`src/rtl/mem_arb_pkg.sv`:
```
// Shared definitions for the two-requester memory bus arbiter.
//   arb_state_e : FSM state encoding (idle, access, wait, response)
//   owner_e     : requester IDs, CPU = 0, DMA = 1
//   RD_LAT_MIN/RD_LAT_MAX : legal range of the downstream read latency
package mem_arb_pkg;

  typedef enum logic [1:0] {
    StIdle   = 2'd0,
    StAccess = 2'd1,
    StWait   = 2'd2,
    StResp   = 2'd3
  } arb_state_e;

  typedef enum logic {
    OWNER_CPU = 1'b0,
    OWNER_DMA = 1'b1
  } owner_e;

  localparam int unsigned RD_LAT_MIN = 1;
  localparam int unsigned RD_LAT_MAX = 4;

  // Wait counter holds at most RD_LAT_MAX-2.
  localparam int unsigned WAIT_CNT_W = 2;

endpackage

```
`src/rtl/mem_arb_pick.sv`:
```
// Combinational winner selection between the CPU and DMA requesters.
//   cpu_req_i, dma_req_i : pending requests
//   last_owner_i         : owner of the previous access; loses a tie
//   winner_o             : selected requester (meaningful when valid_o)
//   valid_o              : at least one request is pending
module mem_arb_pick
  import mem_arb_pkg::*;
(
  input  logic   cpu_req_i,
  input  logic   dma_req_i,
  input  owner_e last_owner_i,
  output owner_e winner_o,
  output logic   valid_o
);

  always_comb begin
    valid_o  = cpu_req_i | dma_req_i;
    winner_o = OWNER_CPU;
    if (cpu_req_i && dma_req_i) begin
      if (last_owner_i == OWNER_CPU) begin
        winner_o = OWNER_DMA;
      end
    end else if (dma_req_i) begin
      winner_o = OWNER_DMA;
    end
  end

endmodule

```
`src/rtl/mem_bus_arbiter.sv`:
```
// Arbitrates a CPU and a DMA requester onto one downstream memory port.
// An access runs IDLE (grant) -> ACCESS (one-cycle strobe) -> [WAIT] -> RESP (done).
// Ports:
//   clk_i, rst_ni                      : clock, asynchronous active-low reset
//   cpu_*_i / cpu_*_o                  : CPU request, grant pulse, done pulse, read data
//   dma_*_i / dma_*_o                  : DMA/loader requester, same protocol
//   writeEn_o, addressIN_o, CPUdata_IN_o : downstream write strobe, address, write data
//   CPUdata_OUT_i                      : downstream read data, valid RD_LAT cycles after ACCESS
// Build option: define MEM_ARB_ROUND_ROBIN_EN for round-robin tie-breaking; otherwise the
// CPU has fixed priority.
module mem_bus_arbiter
  import mem_arb_pkg::*;
#(
  parameter int unsigned WIDTH  = 32,
  parameter int unsigned RD_LAT = 1
) (
  input  logic             clk_i,
  input  logic             rst_ni,
  input  logic             cpu_req_i,
  input  logic             cpu_we_i,
  input  logic [WIDTH-1:0] cpu_addr_i,
  input  logic [WIDTH-1:0] cpu_wdata_i,
  output logic             cpu_gnt_o,
  output logic             cpu_done_o,
  output logic [WIDTH-1:0] cpu_rdata_o,
  input  logic             dma_req_i,
  input  logic             dma_we_i,
  input  logic [WIDTH-1:0] dma_addr_i,
  input  logic [WIDTH-1:0] dma_wdata_i,
  output logic             dma_gnt_o,
  output logic             dma_done_o,
  output logic [WIDTH-1:0] dma_rdata_o,
  output logic             writeEn_o,
  output logic [WIDTH-1:0] addressIN_o,
  output logic [WIDTH-1:0] CPUdata_IN_o,
  input  logic [WIDTH-1:0] CPUdata_OUT_i
);

  // Extra WAIT cycles after ACCESS minus one (counter runs down to zero).
  localparam logic [WAIT_CNT_W-1:0] WaitInit =
      (RD_LAT >= 2) ? WAIT_CNT_W'(RD_LAT - 2) : '0;

  arb_state_e            state_q, state_d;
  owner_e                owner_q, owner_d;
  logic                  we_q, we_d;
  logic [WIDTH-1:0]      addr_q, addr_d;
  logic [WIDTH-1:0]      wdata_q, wdata_d;
  logic [WAIT_CNT_W-1:0] cnt_q, cnt_d;

  owner_e last_owner;
  owner_e winner;
  logic   pick_valid;
  logic   grant;

`ifdef MEM_ARB_ROUND_ROBIN_EN
  owner_e last_q;

  // DMA counts as the previous owner out of reset so the CPU wins the first tie.
  always_ff @(posedge clk_i or negedge rst_ni) begin
    if (!rst_ni) begin
      last_q <= OWNER_DMA;
    end else if (grant) begin
      last_q <= winner;
    end
  end

  assign last_owner = last_q;
`else
  // Pretending the DMA always owned last gives the CPU fixed priority.
  assign last_owner = OWNER_DMA;
`endif

  mem_arb_pick u_pick (
    .cpu_req_i    (cpu_req_i),
    .dma_req_i    (dma_req_i),
    .last_owner_i (last_owner),
    .winner_o     (winner),
    .valid_o      (pick_valid)
  );

  // Gated by rst_ni so no grant escapes while reset is held.
  assign grant = rst_ni && (state_q == StIdle) && pick_valid;

  always_comb begin
    state_d = state_q;
    owner_d = owner_q;
    we_d    = we_q;
    addr_d  = addr_q;
    wdata_d = wdata_q;
    cnt_d   = cnt_q;
    unique case (state_q)
      StIdle: begin
        if (grant) begin
          state_d = StAccess;
          owner_d = winner;
          if (winner == OWNER_DMA) begin
            we_d    = dma_we_i;
            addr_d  = dma_addr_i;
            wdata_d = dma_wdata_i;
          end else begin
            we_d    = cpu_we_i;
            addr_d  = cpu_addr_i;
            wdata_d = cpu_wdata_i;
          end
        end
      end
      StAccess: begin
        if (we_q || (RD_LAT <= 1)) begin
          state_d = StResp;
        end else begin
          state_d = StWait;
          cnt_d   = WaitInit;
        end
      end
      StWait: begin
        if (cnt_q == '0) begin
          state_d = StResp;
        end else begin
          cnt_d = cnt_q - WAIT_CNT_W'(1);
        end
      end
      StResp:  state_d = StIdle;
      default: state_d = StIdle;
    endcase
  end

  always_ff @(posedge clk_i or negedge rst_ni) begin
    if (!rst_ni) begin
      state_q <= StIdle;
      owner_q <= OWNER_CPU;
      we_q    <= 1'b0;
      addr_q  <= '0;
      wdata_q <= '0;
      cnt_q   <= '0;
    end else begin
      state_q <= state_d;
      owner_q <= owner_d;
      we_q    <= we_d;
      addr_q  <= addr_d;
      wdata_q <= wdata_d;
      cnt_q   <= cnt_d;
    end
  end

  // Latched request only changes on the edge into ACCESS, so it holds everywhere else.
  assign addressIN_o  = addr_q;
  assign CPUdata_IN_o = wdata_q;
  assign writeEn_o    = (state_q == StAccess) && we_q;

  assign cpu_gnt_o  = grant && (winner == OWNER_CPU);
  assign dma_gnt_o  = grant && (winner == OWNER_DMA);
  assign cpu_done_o = (state_q == StResp) && (owner_q == OWNER_CPU);
  assign dma_done_o = (state_q == StResp) && (owner_q == OWNER_DMA);

  // RESP lands exactly RD_LAT cycles after ACCESS, so read data passes straight through.
  assign cpu_rdata_o = (cpu_done_o && !we_q) ? CPUdata_OUT_i : '0;
  assign dma_rdata_o = (dma_done_o && !we_q) ? CPUdata_OUT_i : '0;

endmodule

```
`config.mk`:
```
export PLATFORM = sky130hd
export DESIGN_NAME = mem_bus_arbiter
export DESIGN_NICKNAME = d
export VERILOG_FILES = /design/src/rtl/mem_arb_pkg.sv /design/src/rtl/mem_arb_pick.sv /design/src/rtl/mem_bus_arbiter.sv
export SDC_FILE = /design/constraint.sdc
export NUM_CORES = 1
export LEC_CHECK = 0
export BUFFER_PORTS_ARGS = -buffer_cell sky130_fd_sc_hd__buf_2
export CAP_MARGIN = 40
export CORE_AREA = 8 8 109 111
export CTS_CLUSTER_DIAMETER = 60
export DETAILED_ROUTE_END_ITERATION = 7
export DIE_AREA = 0 0 117 119
export HOLD_SLACK_MARGIN = 0.12
export PLACE_DENSITY = 0.81
export SYNTH_ARGS = -nofsm -noshare
export SYNTH_HDL_FRONTEND = slang
export SYNTH_SLANG_ARGS = --single-unit
export TNS_END_PERCENT = 1
```
`constraint.sdc`:
```
create_clock -name clk_i -period 2.1 [get_ports clk_i]
set_clock_uncertainty 0.1 [all_clocks]
set_input_delay 0.21 -clock clk_i [delete_from_list [all_inputs] [get_ports clk_i]]
set_output_delay 0.21 -clock clk_i [all_outputs]
set_load 0.02 [all_outputs]
```
==> results of run 1 <==
==> kinds of logic (layout without fill, tap and decap cells) <==
family                   count (synthesis)  after routing  synth area share, %
AND/OR/NAND/NOR                        204            210                 26.2
AO/OA/AOI/OAI                           70             70                 18.4
flip-flops                              70             70                 48.2
buffers and inverters                   32            458                 4.71
adder cells (fa/ha/maj)                  5              5                 1.72
multiplexers                             2              2                0.585
XOR/XNOR                                 1              1                0.241
other                                    0             11                    0
==> cell type report <==
cell class                      count  share of cell area (%)
Antenna cell                       11                   0.398
Clock buffer                       13                    2.30
Clock inverter                      1                   0.434
Inverter                            4                   0.217
Multi-Input combinational cell    288                    25.9
Sequential cell                    70                    25.3
Tap cell                          136                    2.46
Timing Repair Buffer              440                    42.9
==> power groups by stage <==
| stage | combinational (mW) | clock [mW] | sequential (mW) |
|---|---|---|---|
| 2_1_floorplan | 1.60 | 0 | 3.01 |
| 4_1_cts | 3.96 | 1.10 | 2.35 |
| 3_5_place_dp | 3.68 | 0 | 2.34 |
| 5_1_grt | 4.42 | 1.16 | 2.44 |
| 6_report | 4.15 | 1.08 | 2.40 |
| 3_3_place_gp | 3.58 | 0 | 2.32 |
==> timing repair <==
action,CTS,global route
gates cloned,3,4
hold buffers,133,0
hold endpoints to repair,91,0
pin swaps,0,0
setup endpoints to repair,65,65
gates resized for setup,15,11
==> cell usage in the layout, fill, tap and decap left out, types with 2 or more instances in the layout <==
master	netlist	layout
dfrtp_1	70	70
clkbuf_1	9	2
ha_1	5	4
inv_1	4	4
and2_1	66	65
and2b_4	0	5
clkbuf_8	0	11
a22oi_1	35	35
buf_12	0	3
buf_2	14	290
and2b_2	0	3
dlygate4sd3_1	0	132
diode_2	0	11
nand2_1	131	131
o21ai_0	2	2
buf_4	1	14
a22oi_2	30	30
==> worst min-delay path by stage <==
stage	startpoint	to	cells past startpoint
2_1_floorplan	rst_ni	CPUdata_IN_o[0]	0
3_3_place_gp	rst_ni	cnt_q[0]	1
3_5_place_dp	rst_ni	cnt_q[1]	1
4_1_cts	rst_ni	owner_q	3
5_1_grt	rst_ni	owner_q	3
6_report	rst_ni	we_q	3
==> stage by stage <==
step / hold WS [ns] / power, mW / setup slack, ns
after floorplan: -0.186 / 4.61 / 0.210
after global placement: 0.0555 / 5.91 / 0.153
after detailed placement: 0.0608 / 6.02 / -0.0140
after CTS: 0.301 / 7.41 / -0.0174
after global routing: 0.337 / 8.02 / -0.0277
final: 0.321 / 7.62 / 0.0669
==> critical path, stage by stage (launching register included) <==
cell	delay [ns]
dfrtp_1	0.40
ha_2	0.22
nor2b_4	0.20
and2b_2	0.26
and2_1	0.16
buf_2	0.16
==> metal layers <==
layer / GRT usage [%] / part of all wire (%) / vias to the layer above
met3: 8.39 / 13 / 118
met5: 0 / 0.059 / -
met4: 20.5 / 6.9 / 2
met1: 28.5 / 33 / 2375
met2: 43.9 / 47 / 443
li1: - / - / 2146
==> state kept, by name, summed over array words and instances, names as in the netlist <==
name	count
CPUdata_IN_o	32
addressIN_o	32
cnt_q	2
owner_q	1
state_q	2
we_q	1
==> results.md, run 1 <==
* DRC viols at 0
* Die H at 119 um
* Register Area at 0.00175 mm2
* Predominant post-synthesis flop cell: dfrtp_1
* Top area cells in the synthesized netlist: dfrtp_1 48%, nand2_1 14%, and2_1 11%
* Core Util, Final at 68.5%
* WL per Instance at 21.0 um
* Filler instances at 708
* Largest net degree at the start of global routing at 46
* GRT Total Usage at 27.0%
* RSZ-0062 raised after global routing: true
* GPL Wtd Cong at 1.01
* Rel. slew slack at 63.1%
* Final setup fails at 0
* Post-synth EDFFs at 0
* Initial DRC Count at 519
* Starting Density at 36.0%
* Final nets at 984
* Crit path max fanout at 8
* HPWL after DPL at 12,500 um
* Total CTS buffers at 9
* Overflow after GRT at 0
* Clock buffer depth at 2
* Die Footprint at 0.0139 mm2
* Area grow syn2layout at 90.2%
* DP Area at 0.00523 mm2
* Max Clk Rate at 0.492 GHz
* Fin Setup TNS at 0 ns
* Crit path capture: cpu_rdata_o[17]
* Critical path class: flip-flop to output port
* TritonRoute pass-1 iters at 6
* Asr flop ratio synth at 100%
* Mapped Area at 0.00364 mm2
* Clock sinks at 70
* Top cell type's share of synthesized area at 48.2%
* Worst Tran Pin Value at 0.553 ns
* TritonCTS clock tree: built
* Global-route wire length before repair at 28,800 um
* Root Buffer: clkbuf_8
* Placed Instances at 798
* H-tree depth at 3
* Crit Reg-Reg Startpoint: state_q[0]
* P_leak at 3.78 nW
* Clk pwr share at 14.1%
* # rows at 37
* Post-synth top cells: 131 x nand2_1, 70 x dfrtp_1, 66 x and2_1
* Post-CTS Setup Bufs at 0
* Final Hold Fails at 0
* Hold WC Path Type: primary input to asynchronous set/reset pin
* Via count of the routed design at 5,084
* Layout cells sized above 1 at 44.5%
* Worst setup SP type: flip-flop
* ANT nets after route at 0
* Syn nets at 555
* Worst vdd ir at 649 uV
* Max_cap viols at 0
* CTS clk-pin slew, worst paths at 0.07 ns
* P_int at 4.21 mW
* Buffers on Ports at 298
* Post-Syn Area per Cell at 9.47 um2
* Final Instance Area at 0.00692 mm2
* Multi-input gate area at 0.00179 mm2
* Final Max Tran Viols at 0
* Worst Reg-to-Reg Cells at 6
* Width of the die at 117 um
* Final period util at 96.8%
* Yosys warnings at 0
* Crit path capture type: output port
* Post-synthesis sequential area ratio at 48.2%
* Worst-Skew Late Latency at 0.32 ns
* Core area at 0.0101 mm2
* Most frequent cell after synthesis: nand2_1
* Power Density at 1100 mW/mm2
* Status: complete, no violations
* Synth area leader: dfrtp_1
* Crit Reg-Reg Endpoint: CPUdata_IN_o[23]
* Switching power at 3.41 mW
* Post-layout min period at 2.03 ns
* Switching share of power at 44.8%
* Req. time, crit path at 1.79 ns
* Comb power frac at 54.4%
* Filler-free cell count of the finished design at 963
* Part of the power in registers at 31.5%
* Vias in the first global route at 5,467
* Drt total wl at 20,200 um
* Post-synthesis instance total at 384
* Synth Register Bits at 70
* Crit. Startpoint: state_q[1]
* R2R setup slack at 0.28 ns
* IO Pins at 299
* Vias per Instance at 5.28
* Yosys cell types at 24
* Worst EP arrival at 1.72 ns
* Initial antenna violation count at 15
(Power assumes the default switching activity.)
==> run 2: changes to the inputs <==
==> constraint.sdc (replaced) <==
create_clock -name clk_i -period 2.1 [get_ports clk_i]
set_clock_uncertainty 0.1 [all_clocks]
set_input_delay 0.21 -clock clk_i [delete_from_list [all_inputs] [get_ports clk_i]]
set_output_delay 0.21 -clock clk_i [all_outputs]
set_load 0.1 [all_outputs]
==> run 2 against run 1 <==
Effect of this change:
- the run now ends with negative setup slack left
- cell area is 16% higher
- worst setup slack worse by 0.099 ns
- largest power group unchanged
- sequential power hardly changed
- die area stayed put
- global-route usage is 4.3 points higher
- sequential share of layout area is 3.6 points lower
- power is 85% higher
- critical endpoint is now cpu_rdata_o[2]
==> results.md, run 2 (synthesis results as in run 1) <==
* Status: finished with violations (was complete, no violations)
* Violated checks: negative setup slack
* GPL Wtd Cong at 0.972 (was 1.01)
* DRC viols at 0 (unchanged)
* Initial antenna violation count at 5 (was 15)
* CP bufs+invs at 2 (was 1)
* Worst EP arrival at 1.82 ns (was 1.72 ns)
* Crit path capture type: output port (unchanged)
* TritonRoute pass-1 iters at 7 (was 6)
* Buffers on Ports at 298 (unchanged)
* Worst setup SP type: flip-flop (unchanged)
* Post-layout min period at 2.13 ns (was 2.03 ns)
* Core area at 0.0101 mm2 (unchanged)
* Final worst slack at -0.0319 ns (was 0.0669 ns)
* ANT nets after route at 0 (unchanged)
* Layout cells sized above 1 at 52.6% (was 44.5%)
* H-tree depth at 3 (unchanged)
* HPWL after DPL at 13,900 um (was 12,500 um)
* Worst vdd ir at 1510 uV (was 649 uV)
* Die H at 119 um (unchanged)
* Max Used Layer: met4 (was met5)
* RSZ-0062 raised after global routing: true (unchanged)
* Fin Setup TNS at -0.421 ns (was 0 ns)
* Power Density at 1750 mW/mm2 (was 1100 mW/mm2)
* Largest net degree at the start of global routing at 58 (was 46)
* GRT Total Usage at 31.3% (was 27.0%)
* TritonCTS clock tree: built (unchanged)
* Req. time, crit path at 1.79 ns (about the same)
* Clock sinks at 70 (unchanged)
* WL met3 at 2780 um (was 2600 um)
* P_leak at 4.08 nW (was 3.78 nW)
* DP Area at 0.00635 mm2 (was 0.00523 mm2)
* Rel. slew slack at 52.4% (was 63.1%)
* Final Max Tran Viols at 0 (unchanged)
* Overflow after GRT at 0 (unchanged)
* Critical path class: flip-flop to output port (unchanged)
* Via count of the routed design at 5,179 (was 5,084)
* Vias in the first global route at 5,871 (was 5,467)
* WL per Instance at 23.6 um (was 21.0 um)
* Die Footprint at 0.0139 mm2 (unchanged)
* Starting Density at 36.0% (unchanged)
* Initial DRC Count at 394 (was 519)
* Crit path max fanout at 8 (unchanged)
* Cell breakdown of the critical path: ha_4 > nor2b_4 > and2b_4 > clkbuf_16 > and2_4 > buf_12 (was ha_2 > nor2b_4 > and2b_2 > and2_1 > buf_2)
* Root Buffer: clkbuf_8 (unchanged)
* # rows at 37 (unchanged)
* CTS clk-pin slew, worst paths at 0.08 ns (was 0.07 ns)
* Filler instances at 540 (was 708)
* Met1 WL at 7100 um (was 6760 um)
* Most frequent cells in the layout: 231 x buf_2, 132 x dlygate4sd3_1, 131 x nand2_1 (was 290 x buf_2, 132 x dlygate4sd3_1, 131 x nand2_1)
* Slowest cell on crit path: dfrtp_1 (unchanged)
* Max_cap viols at 0 (unchanged)
* Global-route wire length before repair at 32,900 um (was 28,800 um)
* Worst Tran Pin Value at 0.714 ns (was 0.553 ns)
* Clock buffer depth at 2 (unchanged)
* Commonest non-fill, non-tap cell in the layout: buf_2 (unchanged)
* Final setup fails at 27 (was 0)
* Total CTS buffers at 9 (unchanged)
* Width of the die at 117 um (unchanged)
* Final Instance Area at 0.00806 mm2 (was 0.00692 mm2)
* Hold WC Path Type: primary input to asynchronous set/reset pin (unchanged)
* Final nets at 986 (was 984)
* CP max stage delay at 0.42 ns (was 0.40 ns)
* Vias per Instance at 5.39 (was 5.28)
* Family with the most delay on the worst path: simple AND/OR/NAND/NOR gates (unchanged)
* Drt total wl at 22,700 um (was 20,200 um)
* Area grow syn2layout at 122% (was 90.2%)
* Worst-Skew Late Latency at 0.34 ns (was 0.32 ns)
* Final Hold Fails at 0 (unchanged)
* IO Pins at 299 (unchanged)
* Final period util at 102% (was 96.8%)
* Wire length on met2 at 11,100 um (was 9430 um)
* Max Clk Rate at 0.469 GHz (was 0.492 GHz)
run 2: changes by cell type in the layout (fill, tap and decap cells not counted), sizes merged:
| cell | previous run | this run |
|---|---|---|
| buf | 307 | 314 |
| and2b | 8 | 2 |
| diode | 11 | 6 |
| clkinv | 0 | 3 |
| bufbuf | 1 | 0 |
run 2: timing repair:
action / in CTS / in global routing
hold buffers: 132 / 0
setup buffers: 0 / 0
endpoints found under the setup margin: 64 / 66
hold endpoints to repair: 80 / 0
gates cloned: 3 / 3
pin swaps: 43 / 13
resized for setup: 48 / 8
run 2: area by class of cell:
| class | count | area (um2) | share of cell area [%] |
|---|---|---|---|
| Antenna cell | 6 | 15.0 | 0.186 |
| Clock buffer | 11 | 131 | 1.63 |
| Clock inverter | 4 | 48.8 | 0.605 |
| Inverter | 4 | 15.0 | 0.186 |
| Multi-Input combinational cell | 282 | 1910 | 23.7 |
| Sequential cell | 70 | 1750 | 21.8 |
| Tap cell | 136 | 170 | 2.11 |
| Timing Repair Buffer | 448 | 4020 | 49.9 |
run 2: path summary, 6_finish.rpt:
check / slack [ns] / cells past startpoint / from / endpoint
worst min register to register: 0.40 / 2 / addressIN_o[8] / addressIN_o[8]
max in group asynchronous: 0.72 / 3 / rst_ni / addressIN_o[6]
min in group clk_i: 0.26 / 3 / cpu_req_i / owner_q
worst min-delay path: 0.19 / 2 / rst_ni / state_q[1]
worst max-delay path: -0.03 / 6 / state_q[0] / cpu_rdata_o[2]
worst max register to register: 0.13 / 6 / state_q[0] / CPUdata_IN_o[0]
run 2: where the power goes:
| group | switching (mW) | leakage [nW] | internal (mW) |
|---|---|---|---|
| Combinational | 7.96 | 3.11 | 2.72 |
| Clock | 0.511 | 0.0932 | 0.542 |
| Sequential | 0.452 | 0.877 | 1.95 |
run 2: layer usage:
metal / global-route usage (%) / vias up
met3: 11.3 / 133
met2: 53.1 / 453
li1: - / 2145
met4: 23.6 / 0
met5: 0 / -
met1: 30.3 / 2448
run 2: through the flow:
stage | hold WS (ns) | total power [mW] | cells | util, % | setup WS (ns)
after CTS | 0.183 | 13.8 | 952 | 78.9 | -0.0837
after global placement | -0.00746 | 12.2 | 802 | 63.0 | 0.236
after detailed placement | -0.000555 | 12.4 | 802 | 63.0 | 0.210
after floorplan | -0.186 | 9.85 | 384 | - | -0.230
final | 0.187 | 14.1 | 961 | 79.9 | -0.0319
after global routing | 0.192 | 14.5 | 961 | 79.9 | -0.0896
==> run 3: changes to the inputs <==
--- a/config.mk
+++ b/config.mk
@@ -12,7 +12,7 @@
 export DETAILED_ROUTE_END_ITERATION = 7
 export DIE_AREA = 0 0 117 119
 export HOLD_SLACK_MARGIN = 0.12
-export PLACE_DENSITY = 0.81
+export PLACE_DENSITY = 0.75
 export SYNTH_ARGS = -nofsm -noshare
 export SYNTH_HDL_FRONTEND = slang
 export SYNTH_SLANG_ARGS = --single-unit
==> run 3 against run 2 <==
Effect of this change:
- the run still ends with negative setup slack left
- first-iteration DRC count down 5.3%
- power shrank 0.61%
- critical path depth is 1 lower
- worst setup slack worse by 0.0047 ns
- final cell count increased by 0.31%
- via count fell by 4.2%
- worst hold slack worse by 0.012 ns
- largest power group unchanged
==> results.md, run 3 (synthesis results as in run 1) <==
* R2R setup slack at 0.21 ns (was 0.13 ns)
* Worst EP arrival at 1.83 ns (was 1.82 ns)
* Crit Reg-Reg Startpoint: state_q[1] (was state_q[0])
* Final nets at 983 (was 986)
* Switching power at 8.86 mW (was 8.92 mW)
* Final Hold Fails at 0 (unchanged)
* Clock sinks at 70 (unchanged)
* Crit path max fanout at 16 (was 8)
* RSZ-0062 raised after global routing: true (unchanged)
* Worst Tran Pin Value at 0.742 ns (was 0.714 ns)
* Final Instance Area at 0.00806 mm2 (about the same)
* DP Area at 0.00636 mm2 (was 0.00635 mm2)
* Core Util, Final at 79.9% (about the same)
* P_leak at 4.06 nW (was 4.08 nW)
* Initial antenna violation count at 12 (was 5)
* Max_cap viols at 0 (unchanged)
* GPL Wtd Cong at 0.989 (was 0.972)
* CP bufs+invs at 1 (was 2)
* Worst vdd ir at 1720 uV (was 1510 uV)
* Total CTS buffers at 9 (unchanged)
* Part of the power in registers at 17.1% (was 17.0%)
* Final worst slack at -0.0366 ns (was -0.0319 ns)
* Die Footprint at 0.0139 mm2 (unchanged)
* Tot Pwr at 14.1 mW (about the same)
* Clock buffer depth at 2 (unchanged)
* GRT Total Usage at 30.1% (was 31.3%)
* Final period util at 102% (about the same)
* IO Pins at 299 (unchanged)
* Global-route wire length before repair at 31,800 um (was 32,900 um)
* Worst Reg-to-Reg Cells at 5 (was 6)
* Crit Reg-Reg Endpoint: state_q[1] (was CPUdata_IN_o[0])
* Post-Place Setup Slack at -0.0427 ns (was 0.210 ns)
* Final Max Tran Viols at 0 (unchanged)
* CP max stage delay at 0.42 ns (about the same)
* Layout cells sized above 1 at 52.7% (was 52.6%)
* Post-layout min period at 2.14 ns (was 2.13 ns)
* Die H at 119 um (unchanged)
* Vias in the first global route at 5,587 (was 5,871)
* Most Used Layer, Global Route: met2 (unchanged)
* Starting Density at 36.0% (unchanged)
* H-tree depth at 3 (unchanged)
* TritonCTS clock tree: built (unchanged)
* HPWL after DPL at 13,600 um (was 13,900 um)
* Buffers on Ports at 298 (unchanged)
* Status: finished with violations (unchanged)
* Final setup fails at 50 (was 27)
* Via count of the routed design at 4,960 (was 5,179)
* Family with the most delay on the worst path: simple AND/OR/NAND/NOR gates (unchanged)
* Clk pwr share at 7.8% (was 7.4%)
* Max Clk Rate at 0.468 GHz (was 0.469 GHz)
* Largest net degree at the start of global routing at 59 (was 58)
* WL per Instance at 22.6 um (was 23.6 um)
* TritonRoute pass-1 iters at 5 (was 7)
* P_int at 5.19 mW (was 5.21 mW)
* DRC viols at 0 (unchanged)
* Hold WC Path Type: primary input to asynchronous set/reset pin (unchanged)
* Root Buffer: clkbuf_8 (unchanged)
* Worst setup SP type: flip-flop (unchanged)
* Commonest non-fill, non-tap cell in the layout: buf_2 (unchanged)
* Power Density at 1740 mW/mm2 (was 1750 mW/mm2)
* ANT nets after route at 0 (unchanged)
* Core area at 0.0101 mm2 (unchanged)
* Overflow after GRT at 0 (unchanged)
* Switching share of power at 63.1% (about the same)
* Crit path capture type: output port (unchanged)
* Drt total wl at 21,800 um (was 22,700 um)
* Global routing usage on met3 at 11.2% (was 11.3%)
* Most frequent cells in the layout: 231 x buf_2, 132 x dlygate4sd3_1, 131 x nand2_1 (unchanged)
* Rel. slew slack at 50.6% (was 52.4%)
* Slowest cell on crit path: dfrtp_1 (unchanged)
* Req. time, crit path at 1.79 ns (about the same)
* CTS clk-pin slew, worst paths at 0.09 ns (was 0.08 ns)
* Vias per Instance at 5.15 (was 5.39)
* Cell breakdown of the critical path: ha_2 > and2_2 > and2b_4 > and2_2 > buf_12 (was ha_4 > nor2b_4 > and2b_4 > clkbuf_16 > and2_4 > buf_12)
* # rows at 37 (unchanged)
* Area grow syn2layout at 122% (about the same)
* Worst-Skew Late Latency at 0.33 ns (was 0.34 ns)
* Width of the die at 117 um (unchanged)
* Most used cell, CP: and2_2
* M2 GR Usage at 54.0% (was 53.1%)
* Grt met1 use at 26.4% (was 30.3%)
* Violated checks: negative setup slack (unchanged)
* Critical path class: flip-flop to output port (unchanged)
* Initial DRC Count at 373 (was 394)
* Comb power frac at 75.1% (was 75.6%)
## run 3: per-stage QoR
step	cells	setup TNS, ns	hold slack [ns]
2_1_floorplan	384	-12.95	-0.186
3_5_place_dp	798	-0.852	-0.00762
5_1_grt	964	-5.19	0.163
3_3_place_gp	798	0	-0.00674
6_report	964	-0.833	0.175
4_1_cts	947	-0.378	0.169
## run 3: how the worst max path moves through the flow
stage	from	to	slack [ns]	cells after the start
after floorplan	state_q[1]	dma_rdata_o[31]	-0.23	4
after global placement	state_q[1]	dma_rdata_o[27]	0.09	5
after detailed placement	state_q[1]	dma_rdata_o[6]	-0.04	5
after CTS	state_q[0]	cpu_rdata_o[0]	-0.03	6
after global routing	state_q[1]	cpu_rdata_o[19]	-0.11	6
final	state_q[1]	dma_rdata_o[29]	-0.04	5
## run 3: timing repair
action	CTS	global route
resized for setup	16	12
setup buffers	0	2
endpoints found under the hold margin	79	0
pin swaps	9	31
hold buffers	132	0
setup endpoints to repair	66	66
cloned	2	3
## run 3: power groups by stage
| stage | Sequential (mW) | Clock, mW | Combinational [mW] |
|---|---|---|---|
| after global routing | 2.45 | 1.18 | 10.8 |
| after detailed placement | 2.36 | 0 | 10.0 |
| final | 2.40 | 1.10 | 10.5 |
| after global placement | 2.33 | 0 | 9.88 |
| after floorplan | 6.38 | 0 | 3.47 |
| after CTS | 2.36 | 1.11 | 10.3 |
## run 3: final cells by class
type,count,area (um2)
antenna,12,30.0
clock buffer,10,138
clock inverter,5,58.8
fill,570,2030
inverter,4,15.0
multi-input combinational,283,1890
sequential,70,1750
tap,136,170
timing repair buffer,444,4010
## run 3: per-layer routing
metal  wire [um]  vias up
met2       11200      366
met1        6680     2327
met3        2370      119
met5           0        -
li1            -     2148
met4        1610        0
